<file path="config.mk">
export PLATFORM = sky130hd
export DESIGN_NAME = lmac_reg_rd_arb_flat
export DESIGN_NICKNAME = d
export VERILOG_FILES = /design/src/rtl/lmac_ctrl_pkg.sv /design/src/rtl/lmac_reg_rd_arb_if.sv /design/src/rtl/lmac_rr_arb2.sv /design/src/rtl/lmac_reg_rd_arb.sv /design/src/flat_wrapper.sv
export SDC_FILE = /design/constraint.sdc
export NUM_CORES = 1
export LEC_CHECK = 0
export ABC_CLOCK_PERIOD_IN_PS = 4900
export CAP_MARGIN = 20
export CORE_MARGIN = 4
export CORE_UTILIZATION = 49
export CTS_BUF_LIST = sky130_fd_sc_hd__clkbuf_8
export CTS_CLUSTER_SIZE = 28
export DETAILED_ROUTE_END_ITERATION = 16
export PLACE_DENSITY = 0.95
export SLEW_MARGIN = 10
export SYNTH_ARGS = -nofsm -noshare
export SYNTH_HDL_FRONTEND = slang
export SYNTH_SLANG_ARGS = --single-unit
</file>
<file path="constraint.sdc">
create_clock -name clk -period 4.9 [get_ports clk]
set_input_delay 0.49 -clock clk [delete_from_list [all_inputs] [get_ports clk]]
set_output_delay 0.49 -clock clk [all_outputs]
set_load 0.05 [all_outputs]
</file>
<file path="src/rtl/lmac_ctrl_pkg.sv">
// Shared types and defaults for the MAC register-read arbiter.
package lmac_ctrl_pkg;

  typedef enum logic [1:0] {
    ST_IDLE = 2'd0,
    ST_WAIT = 2'd1,
    ST_RESP = 2'd2
  } rd_state_e;

  localparam int unsigned DEF_TIMEOUT_CYCLES = 255;
  localparam logic [31:0] DEF_ERR_DATA       = 32'hFFFF_FFFF;

  // Increment that sticks at all-ones instead of wrapping.
  function automatic logic [7:0] sat_inc8(input logic [7:0] v);
    return (v == 8'hFF) ? v : v + 8'd1;
  endfunction

endpackage

</file>
<file path="src/rtl/lmac_reg_rd_arb_if.sv">
// Requester-side request/response bundle for the register-read arbiter.
interface lmac_reg_rd_arb_if;

  logic        req_valid_0;
  logic        req_valid_1;
  logic [15:0] req_addr_0;
  logic [15:0] req_addr_1;
  logic        req_ready_0;
  logic        req_ready_1;
  logic        rsp_valid_0;
  logic        rsp_valid_1;
  logic [31:0] rsp_data_0;
  logic [31:0] rsp_data_1;
  logic        rsp_err_0;
  logic        rsp_err_1;

  // Requesters drive requests and receive handshakes/responses.
  modport master (
    output req_valid_0, req_valid_1, req_addr_0, req_addr_1,
    input  req_ready_0, req_ready_1,
    input  rsp_valid_0, rsp_valid_1, rsp_data_0, rsp_data_1, rsp_err_0, rsp_err_1
  );

  // The arbiter accepts requests and returns responses.
  modport slave (
    input  req_valid_0, req_valid_1, req_addr_0, req_addr_1,
    output req_ready_0, req_ready_1,
    output rsp_valid_0, rsp_valid_1, rsp_data_0, rsp_data_1, rsp_err_0, rsp_err_1
  );

endinterface

</file>
<file path="src/rtl/lmac_rr_arb2.sv">
// Two-way round-robin grant: under contention the requester not served last wins.
module lmac_rr_arb2 (
  input  logic [1:0] valid,
  input  logic       last,
  output logic [1:0] grant
);

  // One-hot grant from the request vector and last-served index.
  always_comb begin
    grant = '0;
    case (valid)
      2'b01:   grant = 2'b01;
      2'b10:   grant = 2'b10;
      2'b11:   grant = last ? 2'b01 : 2'b10;
      default: grant = '0;
    endcase
  end

endmodule

</file>
<file path="src/rtl/lmac_reg_rd_arb.sv">
// Arbitrates two requesters onto the single MAC register-read port, with
// a per-read timeout and a saturating count of abandoned reads.
module lmac_reg_rd_arb
  import lmac_ctrl_pkg::*;
#(
  parameter int unsigned TIMEOUT_CYCLES = DEF_TIMEOUT_CYCLES,
  parameter logic [31:0] ERR_DATA       = DEF_ERR_DATA
) (
  input  logic                    clk,
  input  logic                    rst,
  lmac_reg_rd_arb_if.slave        req_if,
  output logic [15:0]             host_addr_reg,
  output logic                    reg_rd_start,
  input  logic                    reg_rd_done_out,
  input  logic [31:0]             FMAC_REGDOUT,
  output logic [7:0]              timeout_cnt
);

  localparam int unsigned    CNT_W   = (TIMEOUT_CYCLES > 0) ? $clog2(TIMEOUT_CYCLES + 1) : 1;
  localparam logic [CNT_W-1:0] CNT_MAX = CNT_W'(TIMEOUT_CYCLES);

  rd_state_e        state_q, state_d;
  logic             owner_q, owner_d;
  logic             last_q, last_d;
  logic [15:0]      host_addr_q, host_addr_d;
  logic             start_q, start_d;
  logic [CNT_W-1:0] cnt_q, cnt_d;
  logic [7:0]       tmo_cnt_q, tmo_cnt_d;
  logic [1:0][31:0] rsp_data_q, rsp_data_d;
  logic [1:0]       rsp_err_q, rsp_err_d;

  logic [1:0] req_valid;
  logic [1:0] grant;
  logic [1:0] req_ready;
  logic [1:0] rsp_valid;
  logic [1:0] hs;
  logic       timeout_hit;

  assign req_valid   = {req_if.req_valid_1, req_if.req_valid_0};
  assign hs          = req_valid & req_ready;
  assign timeout_hit = (cnt_q == CNT_MAX);

  lmac_rr_arb2 u_arb (
    .valid (req_valid),
    .last  (last_q),
    .grant (grant)
  );

  // State register.
  always_ff @(posedge clk or posedge rst) begin
    if (rst) state_q <= ST_IDLE;
    else     state_q <= state_d;
  end

  // Next-state: one read in flight; a done seen alongside the timeout still counts as done.
  always_comb begin
    state_d = state_q;
    case (state_q)
      ST_IDLE: if (|hs) state_d = ST_WAIT;
      ST_WAIT: if (reg_rd_done_out || timeout_hit) state_d = ST_RESP;
      ST_RESP: state_d = ST_IDLE;
      default: state_d = ST_IDLE;
    endcase
  end

  // Handshake and response strobes; grants are held off while a previous done lingers.
  always_comb begin
    req_ready = '0;
    rsp_valid = '0;
    if (state_q == ST_IDLE && !reg_rd_done_out) req_ready = grant;
    if (state_q == ST_RESP) rsp_valid = owner_q ? 2'b10 : 2'b01;
  end

  // Datapath next values: latch request, count WAIT cycles, capture result.
  always_comb begin
    owner_d     = owner_q;
    last_d      = last_q;
    host_addr_d = host_addr_q;
    start_d     = start_q;
    cnt_d       = cnt_q;
    tmo_cnt_d   = tmo_cnt_q;
    rsp_data_d  = rsp_data_q;
    rsp_err_d   = rsp_err_q;
    case (state_q)
      ST_IDLE: begin
        if (|hs) begin
          owner_d     = hs[1];
          host_addr_d = hs[1] ? req_if.req_addr_1 : req_if.req_addr_0;
          start_d     = 1'b1;
          cnt_d       = '0;
        end
      end
      ST_WAIT: begin
        if (reg_rd_done_out) begin
          start_d             = 1'b0;
          rsp_data_d[owner_q] = FMAC_REGDOUT;
          rsp_err_d[owner_q]  = 1'b0;
        end else if (timeout_hit) begin
          start_d             = 1'b0;
          rsp_data_d[owner_q] = ERR_DATA;
          rsp_err_d[owner_q]  = 1'b1;
          tmo_cnt_d           = sat_inc8(tmo_cnt_q);
        end else begin
          cnt_d = cnt_q + CNT_W'(1);
        end
      end
      ST_RESP: last_d = owner_q;
      default: ;
    endcase
  end

  // Datapath registers; reset abandons any read in progress.
  always_ff @(posedge clk or posedge rst) begin
    if (rst) begin
      owner_q     <= 1'b0;
      last_q      <= 1'b1;
      host_addr_q <= '0;
      start_q     <= 1'b0;
      cnt_q       <= '0;
      tmo_cnt_q   <= '0;
      rsp_data_q  <= '0;
      rsp_err_q   <= '0;
    end else begin
      owner_q     <= owner_d;
      last_q      <= last_d;
      host_addr_q <= host_addr_d;
      start_q     <= start_d;
      cnt_q       <= cnt_d;
      tmo_cnt_q   <= tmo_cnt_d;
      rsp_data_q  <= rsp_data_d;
      rsp_err_q   <= rsp_err_d;
    end
  end

  assign host_addr_reg      = host_addr_q;
  assign reg_rd_start       = start_q;
  assign timeout_cnt        = tmo_cnt_q;
  assign req_if.req_ready_0 = req_ready[0];
  assign req_if.req_ready_1 = req_ready[1];
  assign req_if.rsp_valid_0 = rsp_valid[0];
  assign req_if.rsp_valid_1 = rsp_valid[1];
  assign req_if.rsp_data_0  = rsp_data_q[0];
  assign req_if.rsp_data_1  = rsp_data_q[1];
  assign req_if.rsp_err_0   = rsp_err_q[0];
  assign req_if.rsp_err_1   = rsp_err_q[1];

endmodule

</file>
<file path="src/flat_wrapper.sv">
// flat-port wrapper written by rule: the top's interface ports become plain ports
module lmac_reg_rd_arb_flat import lmac_ctrl_pkg::*;
#(
  parameter int unsigned TIMEOUT_CYCLES = DEF_TIMEOUT_CYCLES,
  parameter logic [31:0] ERR_DATA       = DEF_ERR_DATA
)
  (clk, rst, host_addr_reg, reg_rd_start, reg_rd_done_out, FMAC_REGDOUT, timeout_cnt, req_if_req_valid_0, req_if_req_valid_1, req_if_req_addr_0, req_if_req_addr_1, req_if_req_ready_0, req_if_req_ready_1, req_if_rsp_valid_0, req_if_rsp_valid_1, req_if_rsp_data_0, req_if_rsp_data_1, req_if_rsp_err_0, req_if_rsp_err_1);
  lmac_reg_rd_arb_if req_if_i ();
  input  logic clk;
  input  logic rst;
  output logic [15:0] host_addr_reg;
  output logic reg_rd_start;
  input  logic reg_rd_done_out;
  input  logic [31:0] FMAC_REGDOUT;
  output logic [7:0] timeout_cnt;
  input wire logic [$bits(req_if_i.req_valid_0)-1:0] req_if_req_valid_0;
  input wire logic [$bits(req_if_i.req_valid_1)-1:0] req_if_req_valid_1;
  input wire logic [$bits(req_if_i.req_addr_0)-1:0] req_if_req_addr_0;
  input wire logic [$bits(req_if_i.req_addr_1)-1:0] req_if_req_addr_1;
  output wire logic [$bits(req_if_i.req_ready_0)-1:0] req_if_req_ready_0;
  output wire logic [$bits(req_if_i.req_ready_1)-1:0] req_if_req_ready_1;
  output wire logic [$bits(req_if_i.rsp_valid_0)-1:0] req_if_rsp_valid_0;
  output wire logic [$bits(req_if_i.rsp_valid_1)-1:0] req_if_rsp_valid_1;
  output wire logic [$bits(req_if_i.rsp_data_0)-1:0] req_if_rsp_data_0;
  output wire logic [$bits(req_if_i.rsp_data_1)-1:0] req_if_rsp_data_1;
  output wire logic [$bits(req_if_i.rsp_err_0)-1:0] req_if_rsp_err_0;
  output wire logic [$bits(req_if_i.rsp_err_1)-1:0] req_if_rsp_err_1;
  assign req_if_i.req_valid_0 = req_if_req_valid_0;
  assign req_if_i.req_valid_1 = req_if_req_valid_1;
  assign req_if_i.req_addr_0 = req_if_req_addr_0;
  assign req_if_i.req_addr_1 = req_if_req_addr_1;
  assign req_if_req_ready_0 = req_if_i.req_ready_0;
  assign req_if_req_ready_1 = req_if_i.req_ready_1;
  assign req_if_rsp_valid_0 = req_if_i.rsp_valid_0;
  assign req_if_rsp_valid_1 = req_if_i.rsp_valid_1;
  assign req_if_rsp_data_0 = req_if_i.rsp_data_0;
  assign req_if_rsp_data_1 = req_if_i.rsp_data_1;
  assign req_if_rsp_err_0 = req_if_i.rsp_err_0;
  assign req_if_rsp_err_1 = req_if_i.rsp_err_1;
  lmac_reg_rd_arb #(.TIMEOUT_CYCLES(TIMEOUT_CYCLES), .ERR_DATA(ERR_DATA)) u_core (.clk(clk), .rst(rst), .req_if(req_if_i), .host_addr_reg(host_addr_reg), .reg_rd_start(reg_rd_start), .reg_rd_done_out(reg_rd_done_out), .FMAC_REGDOUT(FMAC_REGDOUT), .timeout_cnt(timeout_cnt));
endmodule
</file>
==> run_results.csv, run 1 <==
group,metric,value,unit
logic_synthesis,synth.distinct_cells,49,
global_routing,grt_pass1_vias,3999,
final_layout,synthToLayoutAreaGrowth,42.76,%
die,die_h,102.6,um
final_layout,drive_above_1_share,7.829,%
logic_synthesis,yosysSeqAreaShare,58.87,%
worst_setup_path,worst_path_dominant_cell_family,"buffers and inverters",
min_path,hp-class,"reg -> reg",
die,dieArea,10520,um2
cts,cts.repair.resized,0,
global_routing,grt_pass1_wl,19440,um
timing,setup_viol,0,
timing,fin_crit_sh,69.11,%
logic_synthesis,syn_nets,469,
logic_synthesis,synth_common_cells,"dfrtp_1, nand2_1, o21ai_1",
timing,worst_pin_slew,0.7569,ns
cts,tritoncts,"done",
route,routed_wl,12550,um
worst_setup_path,end_kind,"primary output",
cts,cts_sinks,103,
timing,layout_min_cycle_time,3.386,ns
final_layout,stdcell_area,6254,um2
worst_setup_path,crit_chain,"clkdlybuf4s50_1 > or4_1 > buf_4 > nor2_1 > clkdlybuf4s50_1",
power_and_ir_drop,p_per_area,594.6,nW/um2
route,drc_errors,0,
timing,hold_viol_final,0,
cts,postCtsSetupBuffers,0,
worst_setup_path,crit_path_start_kind,"input port",
final_layout,num-fill-cells,597,
logic_synthesis,async_flop_share,100.0,%
cts,clockBufferDepth,2,
timing,slew_viol_final,0,
die,core_area,8721,um2
final_layout,finalNetCount,628,
timing,rsz0062_at_grt,"no",
flow_run,cap_violations,0,
logic_synthesis,synth_seq_cells,103,
cts,clkSlewWorstSetupHoldPaths,0.10,ns
worst_setup_path,crit_fanout,36,
place,port_buffers,163,
global_routing,antenna_found_initial,0,
logic_synthesis,yosys.area.top_type,"dfrtp_1",
logic_synthesis,netlist_area,4380,um2
route,vias,3723,
timing,setup_tns,0,ns
place,place.gp.congestion,0.8707,
logic_synthesis,ys_top_cells_by_area,"dfrtp_1, a2bb2oi_1, o21ai_1, nand2_1, mux2i_1",
worst_setup_path,critPathMostFrequentCell,"clkdlybuf4s50_1",
power_and_ir_drop,power_leakage,2.766,nW
power_and_ir_drop,irDropWorstVdd,411.1,uV
route,firstDrtPassIters,5,
die,initial_utilization,50.23,%
worst_setup_path,cp.arrival,2.90,ns
die,io_pins,164,
power_and_ir_drop,fin_total_pwr,0.003719,W
cts,hold_buffers,0,
worst_setup_path,crit_type,"in -> out",
cts,cts_root_buf,"clkbuf_8",
global_routing,grt_usage,24.16,%
die,die_x,102.6,um
route,ant_nets,0,
cts,numCtsBuffers,9,
die,rows,34,
worst_setup_path,critical-path-max-stage-delay,0.81,ns
timing,holdWs,0.5006,ns
logic_synthesis,synth_edf_count,0,
route,drt-initial-drc-count,140,
timing,max_freq,0.2953,GHz
final_layout,antenna_cells,0,
worst_setup_path,crit_slowest_cell,"clkdlybuf4s50_1",
global_routing,grt_max_degree,64,
cts,clock_latency,0.36,ns
logic_synthesis,synth-main-ff-cell,"dfrtp_1",
timing,relSlewSlack,49.24,%
logic_synthesis,avgSynthCellArea,11.01,um2
logic_synthesis,synthesis.instances,398,
cts,h-tree-depth,3,
route,wl_per_cell,18.73,um
place,dpl-instance-area,6048,um2
final_layout,final_util,71.71,%
logic_synthesis,synth_most_common_cell,"dfrtp_1",
route,post_drt_via_cell_ratio,5.557,
outcome,status,"finished clean",
worst_setup_path,required,4.41,ns
place,dpl.hpwl,9114,um
worst_setup_path,path_buf_inv,3,
timing,skew,0.01719,ns
logic_synthesis,yosysWarnings,0,
global_routing,overflow,0,
logic_synthesis,synth_top_area_share,58.27,%
[worst min-delay path, stage by stage (launching register included)]
cell	delay (ns)
dfrtp_1	0.36
nand2_1	0.05
o21ai_1	0.06
[where the power goes]
group	internal [W]	total (W)	switching, W
sequential	0.00111	0.00129	0.000174
clock	0.000196	0.000508	0.000311
combinational	0.000653	0.00192	0.00127
[metal layers]
layer	share of wire, %	up-vias	wire, um	global-route usage (%)
met5	0	-	0	0
li1	-	1721	-	-
met3	9.6	37	1205	7.240
met4	3.9	0	486	12.51
met1	37	1766	4695	28.03
met2	49	199	6159	40.52
[kinds of logic (layout without fill, tap and decap cells)]
family                   Yosys count  after routing  share of synthesized area, %
AO/OA/AOI/OAI                    106            106                         16.60
XOR/XNOR                           4              4                        0.7997
adder cells (fa/ha/maj)            2              2                        0.5712
buffers and inverters             29            193                         4.085
flip-flops                       103            103                         58.87
multiplexers                      19             19                         4.399
AND/OR/NAND/NOR                  135            135                         14.68
[cells in the final DEF (no fill, tap or decap), types with 4 or more instances in the layout]
master           count
a21oi_1              7
mux2i_1             17
xor2_1               4
o21ai_0              4
buf_4                6
dfrtp_1            102
inv_1                6
a2bb2oi_1           32
nand3_1              5
nand2_1             57
clkbuf_8             9
clkdlybuf4s50_1    163
o21ai_1             45
nor2_1              42
[cell type report]
class                   count  area (um2)  area share, %
well taps                 108       135.1          2.161
repair buffers            170        1692          27.05
flip-flops and latches    103        2579          41.24
clock inverters             7       66.31          1.060
inverters                   7       28.78         0.4602
multi-input cells         266        1629          26.05
clock buffers               9       123.9          1.981
[path summary, 6_finish.rpt]
path                                          start                     endpoint  slack [ns]  cells past startpoint
min in group asynchronous                       rst  u_core.req_if.rsp_data_0[0]        0.63                      2
setup reg to reg                  u_core.state_q[1]  u_core.req_if.rsp_data_1[9]        2.88                      4
max in group asynchronous                       rst                u_core.last_q        3.25                      3
hold / removal             u_core.host_addr_reg[14]     u_core.host_addr_reg[14]        0.50                      2
setup / recovery                    reg_rd_done_out           req_if_req_ready_0        1.51                      5
hold reg to reg            u_core.host_addr_reg[14]     u_core.host_addr_reg[14]        0.50                      2
[through the flow]
step	std cells	setup slack, ns
floorplan	398	1.708
global placement	653	1.573
detailed placement	653	1.535
CTS	669	1.508
global route	670	1.402
finish	670	1.514
No activity file was read; power rests on OpenSTA's default activity.
==> run 2: changes to the inputs <==
--- a/config.mk
+++ b/config.mk
@@ -5,14 +5,14 @@
 export SDC_FILE = /design/constraint.sdc
 export NUM_CORES = 1
 export LEC_CHECK = 0
-export ABC_CLOCK_PERIOD_IN_PS = 4900
+export ABC_CLOCK_PERIOD_IN_PS = 3350
 export CAP_MARGIN = 20
 export CORE_MARGIN = 4
-export CORE_UTILIZATION = 49
+export CORE_UTILIZATION = 46
 export CTS_BUF_LIST = sky130_fd_sc_hd__clkbuf_8
 export CTS_CLUSTER_SIZE = 28
 export DETAILED_ROUTE_END_ITERATION = 16
-export PLACE_DENSITY = 0.95
+export PLACE_DENSITY = 0.94
 export SLEW_MARGIN = 10
 export SYNTH_ARGS = -nofsm -noshare
 export SYNTH_HDL_FRONTEND = slang
==> constraint.sdc (replaced) <==
create_clock -name clk -period 3.35 [get_ports clk]
set_input_delay 0.335 -clock clk [delete_from_list [all_inputs] [get_ports clk]]
set_output_delay 0.335 -clock clk [all_outputs]
set_load 0.05 [all_outputs]
==> run_results.csv, run 2 (synthesis gave the netlist of run 1 again) <==
group,metric,value,unit
outcome,status,"finished clean",
worst_setup_path,path_buf_inv,1,
final_layout,final_cell_mix,"clkdlybuf4s50_1, dfrtp_1, nand2_1",
timing,skew,0.01508,ns
timing,max_freq,0.3579,GHz
cts,h-tree-depth,3,
power_and_ir_drop,p_per_area,861.5,nW/um2
route,ant_nets,0,
cts,hold_buffers,0,
final_layout,num-fill-cells,691,
final_layout,final_common_cell,"clkdlybuf4s50_1",
power_and_ir_drop,combPwrFrac,51.7,%
power_and_ir_drop,clock_power_share,13.8,%
power_and_ir_drop,seqPwrFrac,34.5,%
worst_setup_path,critical-path-max-stage-delay,0.82,ns
cts,clkSlewWorstSetupHoldPaths,0.11,ns
global_routing,antenna_found_initial,0,
place,dpl.hpwl,8856,um
power_and_ir_drop,irDropWorstVdd,527.2,uV
die,core_area,9240,um2
global_routing,grt_usage,21.91,%
route,routed_wl,11860,um
die,die_h,105.6,um
die,rows,35,
power_and_ir_drop,p_int,0.002892,W
final_layout,finalNetCount,629,
cts,postCtsSetupBuffers,0,
place,port_buffers,163,
route,firstDrtPassIters,6,
final_layout,antenna_cells,0,
timing,setup_tns,0,ns
worst_setup_path,cp.arrival,2.46,ns
worst_setup_path,end_kind,"primary output",
timing,layout_min_cycle_time,2.794,ns
worst_setup_path,crit_path_start_kind,"flip-flop",
min_path,hp-class,"in -> async",
timing,hold_viol_final,0,
timing,rsz0062_at_grt,"no",
power_and_ir_drop,p_sw_share,46.63,%
route,wl_per_cell,17.14,um
cts,cts_sinks,103,
global_routing,grt_pass1_wl,19760,um
worst_setup_path,crit_fanout,9,
route,post_drt_via_cell_ratio,5.301,
worst_setup_path,r2r-start,"u_core.state_q[0]",
timing,relSlewSlack,31.53,%
cts,cts_root_buf,"clkbuf_8",
route,vias,3668,
route,drc_errors,0,
die,dieArea,11150,um2
final_layout,synthToLayoutAreaGrowth,43.59,%
cts,numCtsBuffers,9,
final_layout,drive_above_1_share,8.171,%
die,die_x,105.6,um
cts,tritoncts,"done",
worst_setup_path,crit_type,"reg -> out",
worst_setup_path,worst_path_dominant_cell_family,"buffers and inverters",
worst_setup_path,worstSetupStartpoint,"u_core.state_q[0]",
timing,fin_crit_sh,83.41,%
power_and_ir_drop,p_sw,0.002527,W
cts,clock_latency,0.36,ns
worst_setup_path,required,3.01,ns
timing,worst_pin_slew,1.026,ns
die,io_pins,164,
place,place.gp.congestion,0.9178,
global_routing,overflow,0,
timing,slew_viol_final,0,
route,drt-initial-drc-count,155,
flow_run,cap_violations,0,
cts,cts.repair.resized,0,
cts,clockBufferDepth,2,
timing,setup_viol,0,
timing,holdWs,0.4566,ns
worst_setup_path,crit_chain,"nor4_2 > and2_1 > clkdlybuf4s50_1",
worst_setup_path,crit_slowest_cell,"clkdlybuf4s50_1",
global_routing,grt_max_degree,59,
die,initial_utilization,47.41,%
power_and_ir_drop,power_leakage,2.775,nW
global_routing,grt_pass1_vias,3965,
[run 2: changes by cell type in the layout (fill, tap and decap cells not counted)]
cell             change
clkbuf_8             +1
buf_8                -1
inv_6                -1
inv_8                +1
buf_12               +1
clkdlybuf4s50_1      -1
clkinv_8             -1
buf_4                +2
[run 2: per-stage QoR]
step	setup WS [ns]	area (um2)	std cells	utilization, %	total power (W)
detailed placement	0.5929	6100	676	66.01	0.004716
finish	0.5559	6290	692	68.07	0.005419
CTS	0.5406	6290	692	68.07	0.005467
floorplan	0.3128	4380	398	-	0.003661
global route	0.4896	6290	692	68.07	0.005669
global placement	0.6285	6100	676	66.01	0.004637
[run 2: worst reg2reg max path: cells and delay by family (launching register included)]
family	cells	cell delay, ns
AO/OA/AOI/OAI	1	0.12
AND/OR/NAND/NOR	2	0.89
flip-flops	1	0.56
buffers and inverters	1	0.38
[run 2: routing by layer]
metal	vias up	part of all wire (%)	track usage (%)
met5	-	0	0
met4	0	1.4	6.198
met3	18	7.3	5.818
met2	135	52	39.48
met1	1797	39	25.66
li1	1718	-	-
[run 2: final timing paths]
check                                          endpoint  slack (ns)  cells after the start
min                             u_core.host_addr_reg[0]        0.46                      2
min in group clk           u_core.req_if.rsp_data_0[30]        0.49                      2
max in group asynchronous  u_core.req_if.rsp_data_0[10]        2.00                      3
max reg2reg                u_core.req_if.rsp_data_1[18]        1.30                      4
max                                  req_if_req_ready_1        0.56                      3
min reg2reg                u_core.req_if.rsp_data_0[30]        0.49                      2
[run 2: power groups by stage]
stage	clock network [W]	logic, W	registers, W
6_report	0.000747	0.00280	0.00187
3_3_place_gp	0	0.00277	0.00187
4_1_cts	0.000767	0.00283	0.00187
2_1_floorplan	0	0.000476	0.00318
5_1_grt	0.000820	0.00292	0.00193
3_5_place_dp	0	0.00282	0.00190
[run 2: final cells by class]
cell class	count	area (um2)	area share [%]
clock buffers	10	137.6	2.188
clock inverters	6	52.55	0.8355
inverters	7	28.78	0.4575
multi-input cells	266	1629	25.90
flip-flops and latches	103	2579	41.00
well taps	129	161.4	2.566
repair buffers	171	1702	27.05
